File: config.mk
export PLATFORM = sky130hd
export DESIGN_NAME = reg_dump_scanner
export DESIGN_NICKNAME = d
export VERILOG_FILES = /design/src/rtl/reg_dump_pkg.sv /design/src/rtl/sat_cycle_counter.sv /design/src/rtl/reg_dump_scanner.sv
export SDC_FILE = /design/constraint.sdc
export NUM_CORES = 1
export LEC_CHECK = 0
export ABC_AREA = 0
export BUFFER_PORTS_ARGS = -buffer_cell sky130_fd_sc_hd__buf_2
export CORE_MARGIN = 2
export CORE_UTILIZATION = 42
export CTS_CLUSTER_DIAMETER = 80
export DETAILED_ROUTE_END_ITERATION = 12
export HOLD_SLACK_MARGIN = 0.08
export PLACE_DENSITY = 0.75
export SLEW_MARGIN = 20
export SYNTH_ARGS = -nofsm -noshare
export SYNTH_HDL_FRONTEND = slang
export SYNTH_SLANG_ARGS = --single-unit
File: constraint.sdc
create_clock -name clk_i -period 1.6 [get_ports clk_i]
set_input_delay 0.08 -clock clk_i [delete_from_list [all_inputs] [get_ports clk_i]]
set_output_delay 0.08 -clock clk_i [all_outputs]
set_load 0.05 [all_outputs]
File: src/rtl/reg_dump_pkg.sv
// Shared types and default widths for the register-dump scanner.
package reg_dump_pkg;

   localparam int unsigned REG_W_DEF  = 32;
   localparam int unsigned ADDR_W_DEF = 5;

   typedef enum logic [1:0] {
      IDLE = 2'd0,
      SCAN = 2'd1,
      HOLD = 2'd2,
      DONE = 2'd3
   } state_e;

endpackage : reg_dump_pkg

File: src/rtl/sat_cycle_counter.sv
// Saturating cycle counter with synchronous reset and a terminal-value compare.
module sat_cycle_counter #(
   parameter int unsigned      CNT_W = 16,
   parameter logic [CNT_W-1:0] TERM  = '1
) (
   input  logic             clk_i,
   input  logic             rst_i,
   input  logic             en_i,
   output logic [CNT_W-1:0] cnt_o,
   output logic             term_c_o
);

   logic [CNT_W-1:0] cnt_q;
   logic [CNT_W-1:0] cnt_d;

   // Stop at all-ones so the count never wraps back into the trigger window.
   always_comb begin
      cnt_d = cnt_q;
      if (en_i && (cnt_q != '1)) begin
         cnt_d = cnt_q + CNT_W'(1);
      end
   end

   always_ff @(posedge clk_i) begin
      if (rst_i) begin
         cnt_q <= '0;
      end else begin
         cnt_q <= cnt_d;
      end
   end

   assign cnt_o    = cnt_q;
   assign term_c_o = (cnt_q == TERM);

endmodule : sat_cycle_counter

File: src/rtl/reg_dump_scanner.sv
// Walks the CPU register file after a cycle budget or a start pulse and emits (index, value) beats.
// Optional running checksum of accepted beats: define REG_DUMP_CHECKSUM_EN.
module reg_dump_scanner
   import reg_dump_pkg::*;
#(
   parameter int unsigned NUM_REGS    = 13,
   parameter int unsigned REG_W       = REG_W_DEF,
   parameter int unsigned ADDR_W      = ADDR_W_DEF,
   parameter int unsigned CYCLE_LIMIT = 25,
   parameter int unsigned CNT_W       = 16
) (
   input  logic              clk_i,
   input  logic              rst_i,
   input  logic              start_i,
   output logic [ADDR_W-1:0] rf_addr_o,
   input  logic [REG_W-1:0]  rf_data_i,
   output logic              dump_valid_o,
   input  logic              dump_ready_i,
   output logic [ADDR_W-1:0] dump_idx_o,
   output logic [REG_W-1:0]  dump_data_o,
   output logic              busy_o,
   output logic              done_o,
   output logic [CNT_W-1:0]  cyc_cnt_o,
   output logic [REG_W-1:0]  checksum_o
);

   localparam logic [ADDR_W-1:0] LAST_IDX = ADDR_W'(NUM_REGS - 1);
   localparam logic [CNT_W-1:0]  TRIG_CNT = CNT_W'(CYCLE_LIMIT - 1);

   state_e            state_q, state_d;
   logic [ADDR_W-1:0] idx_q, idx_d;
   logic              valid_q, valid_d;
   logic [ADDR_W-1:0] didx_q, didx_d;
   logic [REG_W-1:0]  ddata_q, ddata_d;
   logic              busy_q, busy_d;
   logic              done_q, done_d;
   logic              trig_c;
   logic              hs_c;

   sat_cycle_counter #(
      .CNT_W (CNT_W),
      .TERM  (TRIG_CNT)
   ) u_cyc_cnt (
      .clk_i    (clk_i),
      .rst_i    (rst_i),
      .en_i     (1'b1),
      .cnt_o    (cyc_cnt_o),
      .term_c_o (trig_c)
   );

   assign hs_c = (state_q == HOLD) && valid_q && dump_ready_i;

   // Next-state and registered-output logic.
   always_comb begin
      state_d = state_q;
      idx_d   = idx_q;
      valid_d = valid_q;
      didx_d  = didx_q;
      ddata_d = ddata_q;
      busy_d  = busy_q;
      done_d  = done_q;
      case (state_q)
         IDLE: begin
            if (start_i || trig_c) begin
               state_d = SCAN;
               busy_d  = 1'b1;
            end
         end
         SCAN: begin
            ddata_d = rf_data_i;
            didx_d  = idx_q;
            valid_d = 1'b1;
            state_d = HOLD;
         end
         HOLD: begin
            if (hs_c) begin
               valid_d = 1'b0;
               if (idx_q == LAST_IDX) begin
                  state_d = DONE;
                  busy_d  = 1'b0;
                  done_d  = 1'b1;
               end else begin
                  idx_d   = idx_q + ADDR_W'(1);
                  state_d = SCAN;
               end
            end
         end
         DONE: begin
            state_d = DONE;
         end
         default: begin
            state_d = IDLE;
         end
      endcase
   end

   always_ff @(posedge clk_i) begin
      if (rst_i) begin
         state_q <= IDLE;
         idx_q   <= '0;
         valid_q <= 1'b0;
         didx_q  <= '0;
         ddata_q <= '0;
         busy_q  <= 1'b0;
         done_q  <= 1'b0;
      end else begin
         state_q <= state_d;
         idx_q   <= idx_d;
         valid_q <= valid_d;
         didx_q  <= didx_d;
         ddata_q <= ddata_d;
         busy_q  <= busy_d;
         done_q  <= done_d;
      end
   end

`ifdef REG_DUMP_CHECKSUM_EN
   logic [REG_W-1:0] csum_q;
   logic [REG_W-1:0] csum_d;

   // Accumulate only beats the consumer actually took.
   always_comb begin
      csum_d = csum_q;
      if (hs_c) begin
         csum_d = csum_q + ddata_q;
      end
   end

   always_ff @(posedge clk_i) begin
      if (rst_i) begin
         csum_q <= '0;
      end else begin
         csum_q <= csum_d;
      end
   end

   assign checksum_o = csum_q;
`else
   assign checksum_o = '0;
`endif

   assign rf_addr_o    = idx_q;
   assign dump_valid_o = valid_q;
   assign dump_idx_o   = didx_q;
   assign dump_data_o  = ddata_q;
   assign busy_o       = busy_q;
   assign done_o       = done_q;

endmodule : reg_dump_scanner

==> results of run 1 <==
==> cells by family (layout without fill, tap and decap cells) <==
kind of cell,after synthesis,in the layout,share of synthesized area [%]
mux,2,2,0.735
simple gates,156,156,26.8
xor+xnor,4,4,1.21
fa+ha+maj,4,4,1.73
flops,63,63,43.6
other cells,1,32,0.130
buf+inv,57,164,11.6
compound gates,69,69,14.2
==> critical path: stages, from the launching register on <==
cell	delay (ns)
dfxtp_4	0.39
ha_4	0.17
and4_1	0.24
nand4_1	0.14
buf_4	0.18
nor4b_1	0.25
or3_1	0.14
==> report_power, final <==
part	switching, mW	internal, mW	leakage, nW
sequential	0.0469	1.62	0.523
combinational	0.533	0.197	1.16
clock	0.647	0.562	0.0898
total	1.23	2.38	1.77
==> worst max path at each step <==
| stage | start | endpoint | slack [ns] | depth (start not counted) |
|---|---|---|---|---|
| 6_report | u_cyc_cnt.cnt_o[1] | u_cyc_cnt.cnt_o[2] | 0.03 | 6 |
| 3_3_place_gp | u_cyc_cnt.cnt_o[0] | u_cyc_cnt.cnt_o[1] | 0.06 | 5 |
| 5_1_grt | u_cyc_cnt.cnt_o[0] | u_cyc_cnt.cnt_o[6] | -0.03 | 6 |
| 2_1_floorplan | u_cyc_cnt.cnt_o[14] | u_cyc_cnt.cnt_o[9] | -0.02 | 4 |
| 3_5_place_dp | u_cyc_cnt.cnt_o[0] | u_cyc_cnt.cnt_o[9] | -0.002 | 5 |
| 4_1_cts | u_cyc_cnt.cnt_o[0] | u_cyc_cnt.cnt_o[1] | -0.02 | 5 |
==> final cells by class <==
class	count	area share, %
clock buffer	9	3.10
clock inverter	7	1.19
inverter	7	0.658
multi-input combinational	267	36.7
sequential	63	32.7
tap	80	2.51
timing repair buffer	141	23.1
==> Yosys cell counts (all sizes together) <==
master,n
a221o,3
nor4b,1
a41oi,1
nand2,83
nand4,5
mux2,1
and4b,2
o41ai,1
or4,2
conb,1
mux2i,1
nor3b,6
nor4,6
buf,42
a211oi,3
o21bai,1
nand3,6
ha,4
o311ai,1
nor2b,3
xnor2,1
nor3,3
dfxtp,63
nor4bb,1
or3b,1
clkbuf,8
and3,5
a21oi,48
nor2,17
xor2,3
and2,4
nand2b,3
or3,6
o31ai,1
inv,7
a31oi,3
o21ai,7
and4,1
nand4b,1
==> per-layer routing <==
layer  vias up  share of wire, %  GRT usage (%)
li1       1422                 -              -
met1      1311                43           22.3
met2       114                49           31.8
met3        12               6.6           4.74
met4         0               1.6           8.66
met5         -                 0              0
==> flip-flops by register name (all words and copies together), names as in the netlist <==
register,cells
dump_valid_o,1
rf_addr_o,5
busy_o,1
state_q,2
u_cyc_cnt.cnt_o,16
dump_data_o,32
dump_idx_o,5
done_o,1
==> repair_timing <==
action,in CTS,in global routing
setup endpoints to repair,2,9
pin swaps,2,5
hold endpoints to repair,32,0
hold buffers,32,0
buffers inserted,1,4
gates cloned,0,0
gates resized for setup,0,7
==> through the flow <==
step | utilization [%] | worst slack [ns] | power [mW]
global placement | 51.1 | 0.0622 | 2.35
global route | 59.4 | -0.0313 | 3.76
floorplan | - | -0.0164 | 2.27
CTS | 58.5 | -0.0222 | 3.63
finish | 59.4 | 0.0312 | 3.60
detailed placement | 51.1 | -0.00180 | 2.35
==> results.tsv, run 1 <==
stage	metric	value	unit
synth	area leader, netlist	dfxtp_1	
floorplanning	I/O pin count	129	
clock_tree	Sink Count	63	
clock_tree	Clock Latency Late Sink	0.34	ns
floorplanning	Core Area	0.00672	mm2
hold_path	WHS Endpoint	dump_valid_o	
placement	cell area after placement	0.00343	mm2
clock_tree	CTS Buffer Depth	2	
detailed_routing	# DRC	0	
placement	post-DP HPWL	4630	um
synth	post-synthesis sequential area ratio	43.6	%
synth	Synth area leaders	dfxtp_1 (44%), nand2_1 (11%), a21oi_1 (8.3%), buf_4 (8.3%), nor2_1 (2.2%)	
critical_path	crit path launch type	flop	
critical_path	R2R Setup Slk	0.03	ns
job	max_cap viols	0	
sta	fmax	637	MHz
sta	Hold Violations, Final	0	
floorplanning	die area	0.00757	mm2
power	Pwr Density	903	mW/mm2
clock_tree	CTS tree	done	
hold_path	min-delay src	dump_ready_i	
synth	Warnings, synthesis	0	
sta	Max Slew Vio Count	0	
sta	RSZ-0062 raised after global routing	yes	
global_route	vias in the first global route	2466	
synth	post-synth top area share	43.6	%
synth	FF+latch count, synth	63	
cells_and_area	area grow syn2layout	37.9	%
cells_and_area	multi-input logic area	0.00146	mm2
cells_and_area	most frequent cells in the layout	buf_2 (96), nand2_1 (83), a21oi_1 (48), dfxtp_1 (45)	
sta	Clock Skew	0.00649	ns
detailed_routing	Initial DRT Pass Iterations	4	
floorplanning	row cnt	30	
global_route	Tot GR Track Use	18.8	%
global_route	GRT Residual Overflow	0	
critical_path	CP max FO	6	
synth	synthesized area per cell	8.13	um2
clock_tree	CTS Root Cell	clkbuf_8	
critical_path	CP Capture Type	flop	
cells_and_area	share of cells above drive strength 1	33.0	%
floorplanning	initial core utilization	43.1	%
status	status	completed	
clock_tree	CTS clock-pin slew for the worst setup and hold paths	0.07	ns
sta	Hold WS	0.126	ns
critical_path	worst r2r dst	u_cyc_cnt.cnt_o[2]	
floorplanning	Die X	87.0	um
power	Pleak	1.77	nW
critical_path	CP Data Required Time	1.87	ns
hold_path	hold path cells	4	
detailed_routing	vias per inst	4.98	
critical_path	R2R cell count	6	
clock_tree	H-tree levels	3	
critical_path	critical path arrival	1.84	ns
detailed_routing	Final ANT Viol Nets	0	
cells_and_area	# diodes	0	
hold_path	Worst Hold Class	input port to flop	
cells_and_area	commonest non-fill, non-tap cell in the layout	buf_2	
cells_and_area	Final nets	529	
synth	mapped cell area	0.00290	mm2
cells_and_area	Register Area	0.00131	mm2
cells_and_area	fin area	0.00399	mm2
sta	Final min period	1.57	ns
global_route	initial antenna violation count	0	
detailed_routing	via count	2859	
detailed_routing	Routed WL per cell	13.1	um
cells_and_area	Fill cells	580	
synth	cell count after synthesis	356	
sta	period utilization	98.1	%
placement	placed cells	521	
critical_path	reg2reg start	u_cyc_cnt.cnt_o[1]	
placement	gpl congestion	0.938	
power	maximum VDD drop	0.530	mV
detailed_routing	WL final	7500	um
global_route	first-pass GRT wire length	11300	um
synth	post-synthesis cell type count	48	
floorplanning	die height	87.0	um
detailed_routing	Initial DRC Count	83	
global_route	largest net degree at the start of global routing	38	
cells_and_area	fin cells	574	
clock_tree	CTS Buf Count	9	
sta	Finish-stage setup viols	0	
placement	Port-buffer cells	96	
sta	TNS Setup	0	ns
critical_path	type of the worst setup path	flop to flop	
No activity file was read; power rests on OpenSTA's default activity.
==> run 2: changes to the inputs <==
--- a/config.mk
+++ b/config.mk
@@ -7,12 +7,12 @@
 export LEC_CHECK = 0
 export ABC_AREA = 0
 export BUFFER_PORTS_ARGS = -buffer_cell sky130_fd_sc_hd__buf_2
-export CORE_MARGIN = 2
-export CORE_UTILIZATION = 42
+export CORE_MARGIN = 3
+export CORE_UTILIZATION = 51
 export CTS_CLUSTER_DIAMETER = 80
 export DETAILED_ROUTE_END_ITERATION = 12
 export HOLD_SLACK_MARGIN = 0.08
-export PLACE_DENSITY = 0.75
+export PLACE_DENSITY = 0.86
 export SLEW_MARGIN = 20
 export SYNTH_ARGS = -nofsm -noshare
 export SYNTH_HDL_FRONTEND = slang
==> constraint.sdc (replaced) <==
create_clock -name clk_i -period 1.9 [get_ports clk_i]
set_input_delay 0.095 -clock clk_i [delete_from_list [all_inputs] [get_ports clk_i]]
set_output_delay 0.095 -clock clk_i [all_outputs]
set_load 0.05 [all_outputs]
==> run 2 against run 1 <==
Utilization grew 13 points. Flip-flop and latch count did not move. Setup slack better by 0.10 ns. Routed wire length grew 4.6%. Via count is 0.35% lower. Maximum frequency fell by 11%. Power shrank 15%. Critical endpoint is now u_cyc_cnt.cnt_o[1]. Largest power group unchanged. Highest routed layer unchanged.
==> results.tsv, run 2 (synthesis results as in run 1) <==
stage	metric	value	unit
status	status	completed	
placement	Port-buffer cells	96	
sta	Final min period	1.77	ns
power	Final Power	3.08	mW
hold_path	WHS Endpoint	u_cyc_cnt.cnt_o[12]	
critical_path	CP max FO	8	
critical_path	CP Data Required Time	2.16	ns
critical_path	critical path arrival	2.02	ns
sta	period utilization	92.9	%
critical_path	worst r2r dst	u_cyc_cnt.cnt_o[1]	
power	maximum VDD drop	0.463	mV
cells_and_area	fin area	0.00385	mm2
power	Pwr Density	799	mW/mm2
cells_and_area	max FFs per register	32	
sta	RSZ-0062 raised after global routing	no	
cells_and_area	most frequent cells in the layout	buf_2 (96), nand2_1 (83), dfxtp_1 (57), a21oi_1 (48)	
cells_and_area	area grow syn2layout	32.9	%
job	max_cap viols	0	
clock_tree	Clock Latency Late Sink	0.33	ns
floorplanning	die area	0.00662	mm2
clock_tree	Sink Count	63	
cells_and_area	fin cells	559	
detailed_routing	Initial DRT Pass Iterations	5	
cells_and_area	Final nets	524	
floorplanning	I/O pin count	129	
cells_and_area	# diodes	0	
detailed_routing	Initial DRC Count	109	
floorplanning	die height	81.3	um
power	Pleak	1.73	nW
sta	fmax	566	MHz
sta	TNS Setup	0	ns
sta	Max Slew Vio Count	0	
detailed_routing	via count	2849	
detailed_routing	Routed WL per cell	14.0	um
global_route	routing usage on met2	40.2	%
clock_tree	CTS tree	done	
hold_path	Worst Hold Class	input port to flop	
hold_path	hold path cells	2	
placement	cell area after placement	0.00334	mm2
critical_path	R2R cell count	5	
floorplanning	Core Area	0.00530	mm2
cells_and_area	share of cells above drive strength 1	28.4	%
detailed_routing	Final ANT Viol Nets	0	
detailed_routing	WL final	7840	um
critical_path	CP Capture Type	flop	
global_route	busiest grt layer	met2	
global_route	largest net degree at the start of global routing	38	
detailed_routing	vias per inst	5.10	
critical_path	crit path launch type	flop	
critical_path	R2R Setup Slk	0.13	ns
global_route	vias in the first global route	2610	
sta	Clock Skew	0.00921	ns
clock_tree	CTS clock-pin slew for the worst setup and hold paths	0.07	ns
clock_tree	H-tree levels	3	
hold_path	min-delay src	rst_i	
clock_tree	CTS Buffer Depth	2	
clock_tree	CTS Root Cell	clkbuf_8	
global_route	first-pass GRT wire length	12100	um
floorplanning	row cnt	26	
critical_path	type of the worst setup path	flop to flop	
placement	gpl congestion	0.917	
global_route	GRT Residual Overflow	0	
floorplanning	Die X	81.3	um
sta	Hold Violations, Final	0	
global_route	initial antenna violation count	0	
global_route	met3 usage in global routing	6.21	%
global_route	M1 GR Usage	27.5	%
sta	Finish-stage setup viols	0	
placement	post-DP HPWL	4920	um
critical_path	reg2reg start	u_cyc_cnt.cnt_o[0]	
cells_and_area	commonest non-fill, non-tap cell in the layout	buf_2	
placement	placed cells	511	
clock_tree	CTS Buf Count	9	
detailed_routing	# DRC	0	
global_route	Tot GR Track Use	23.7	%
floorplanning	initial core utilization	54.6	%
cells_and_area	final core utilization	72.6	%
run 2: layout make-up:
cell class,instances,area [um2]
clock buffer,14,173
sequential,63,1270
multi-input combinational,267,1420
fill,384,1450
inverter,7,26.3
timing repair buffer,136,861
tap,70,87.6
clock inverter,2,13.8
run 2: power by group:
part	internal (mW)	switching [mW]
Combinational	0.152	0.451
Clock	0.582	0.480
Sequential	1.37	0.0387
Total	2.11	0.970
run 2: how the worst max path moves through the flow:
| stage | start | slack [ns] | endpoint | cells past startpoint |
|---|---|---|---|---|
| 3_5_place_dp | u_cyc_cnt.cnt_o[0] | 0.05 | u_cyc_cnt.cnt_o[9] | 5 |
| 5_1_grt | u_cyc_cnt.cnt_o[4] | 0.002 | busy_o | 4 |
| 6_report | u_cyc_cnt.cnt_o[0] | 0.13 | u_cyc_cnt.cnt_o[1] | 5 |
| 2_1_floorplan | u_cyc_cnt.cnt_o[0] | 0.0007 | u_cyc_cnt.cnt_o[9] | 5 |
| 3_3_place_gp | u_cyc_cnt.cnt_o[0] | 0.13 | u_cyc_cnt.cnt_o[9] | 5 |
| 4_1_cts | u_cyc_cnt.cnt_o[0] | 0.04 | u_cyc_cnt.cnt_o[9] | 5 |
run 2: through the flow:
stage	hold WS, ns	setup WS [ns]
after global placement	0.336	0.129
after CTS	0.144	0.0380
after floorplan	0.231	0.000745
after global routing	0.162	0.00236
final	0.158	0.135
after detailed placement	0.342	0.0503
run 2: critical path: stages (launching register included):
cell     delay, ns
dfxtp_2       0.39
ha_2          0.28
and4_1        0.26
nand4_1       0.23
or3_1         0.41
a21oi_1       0.12
run 2: timing repair:
item | CTS | global route
gates resized for setup | 0 | 1
setup buffers | 0 | 0
hold buffers | 32 | 0
hold endpoints to repair | 32 | 0
endpoints found under the setup margin | 0 | 7
run 2: routing by layer:
layer  share of wire (%)  wire (um)
met5                   0          0
met1                  41       3210
met4                 2.5        197
met3                 7.5        589
met2                  49       3840
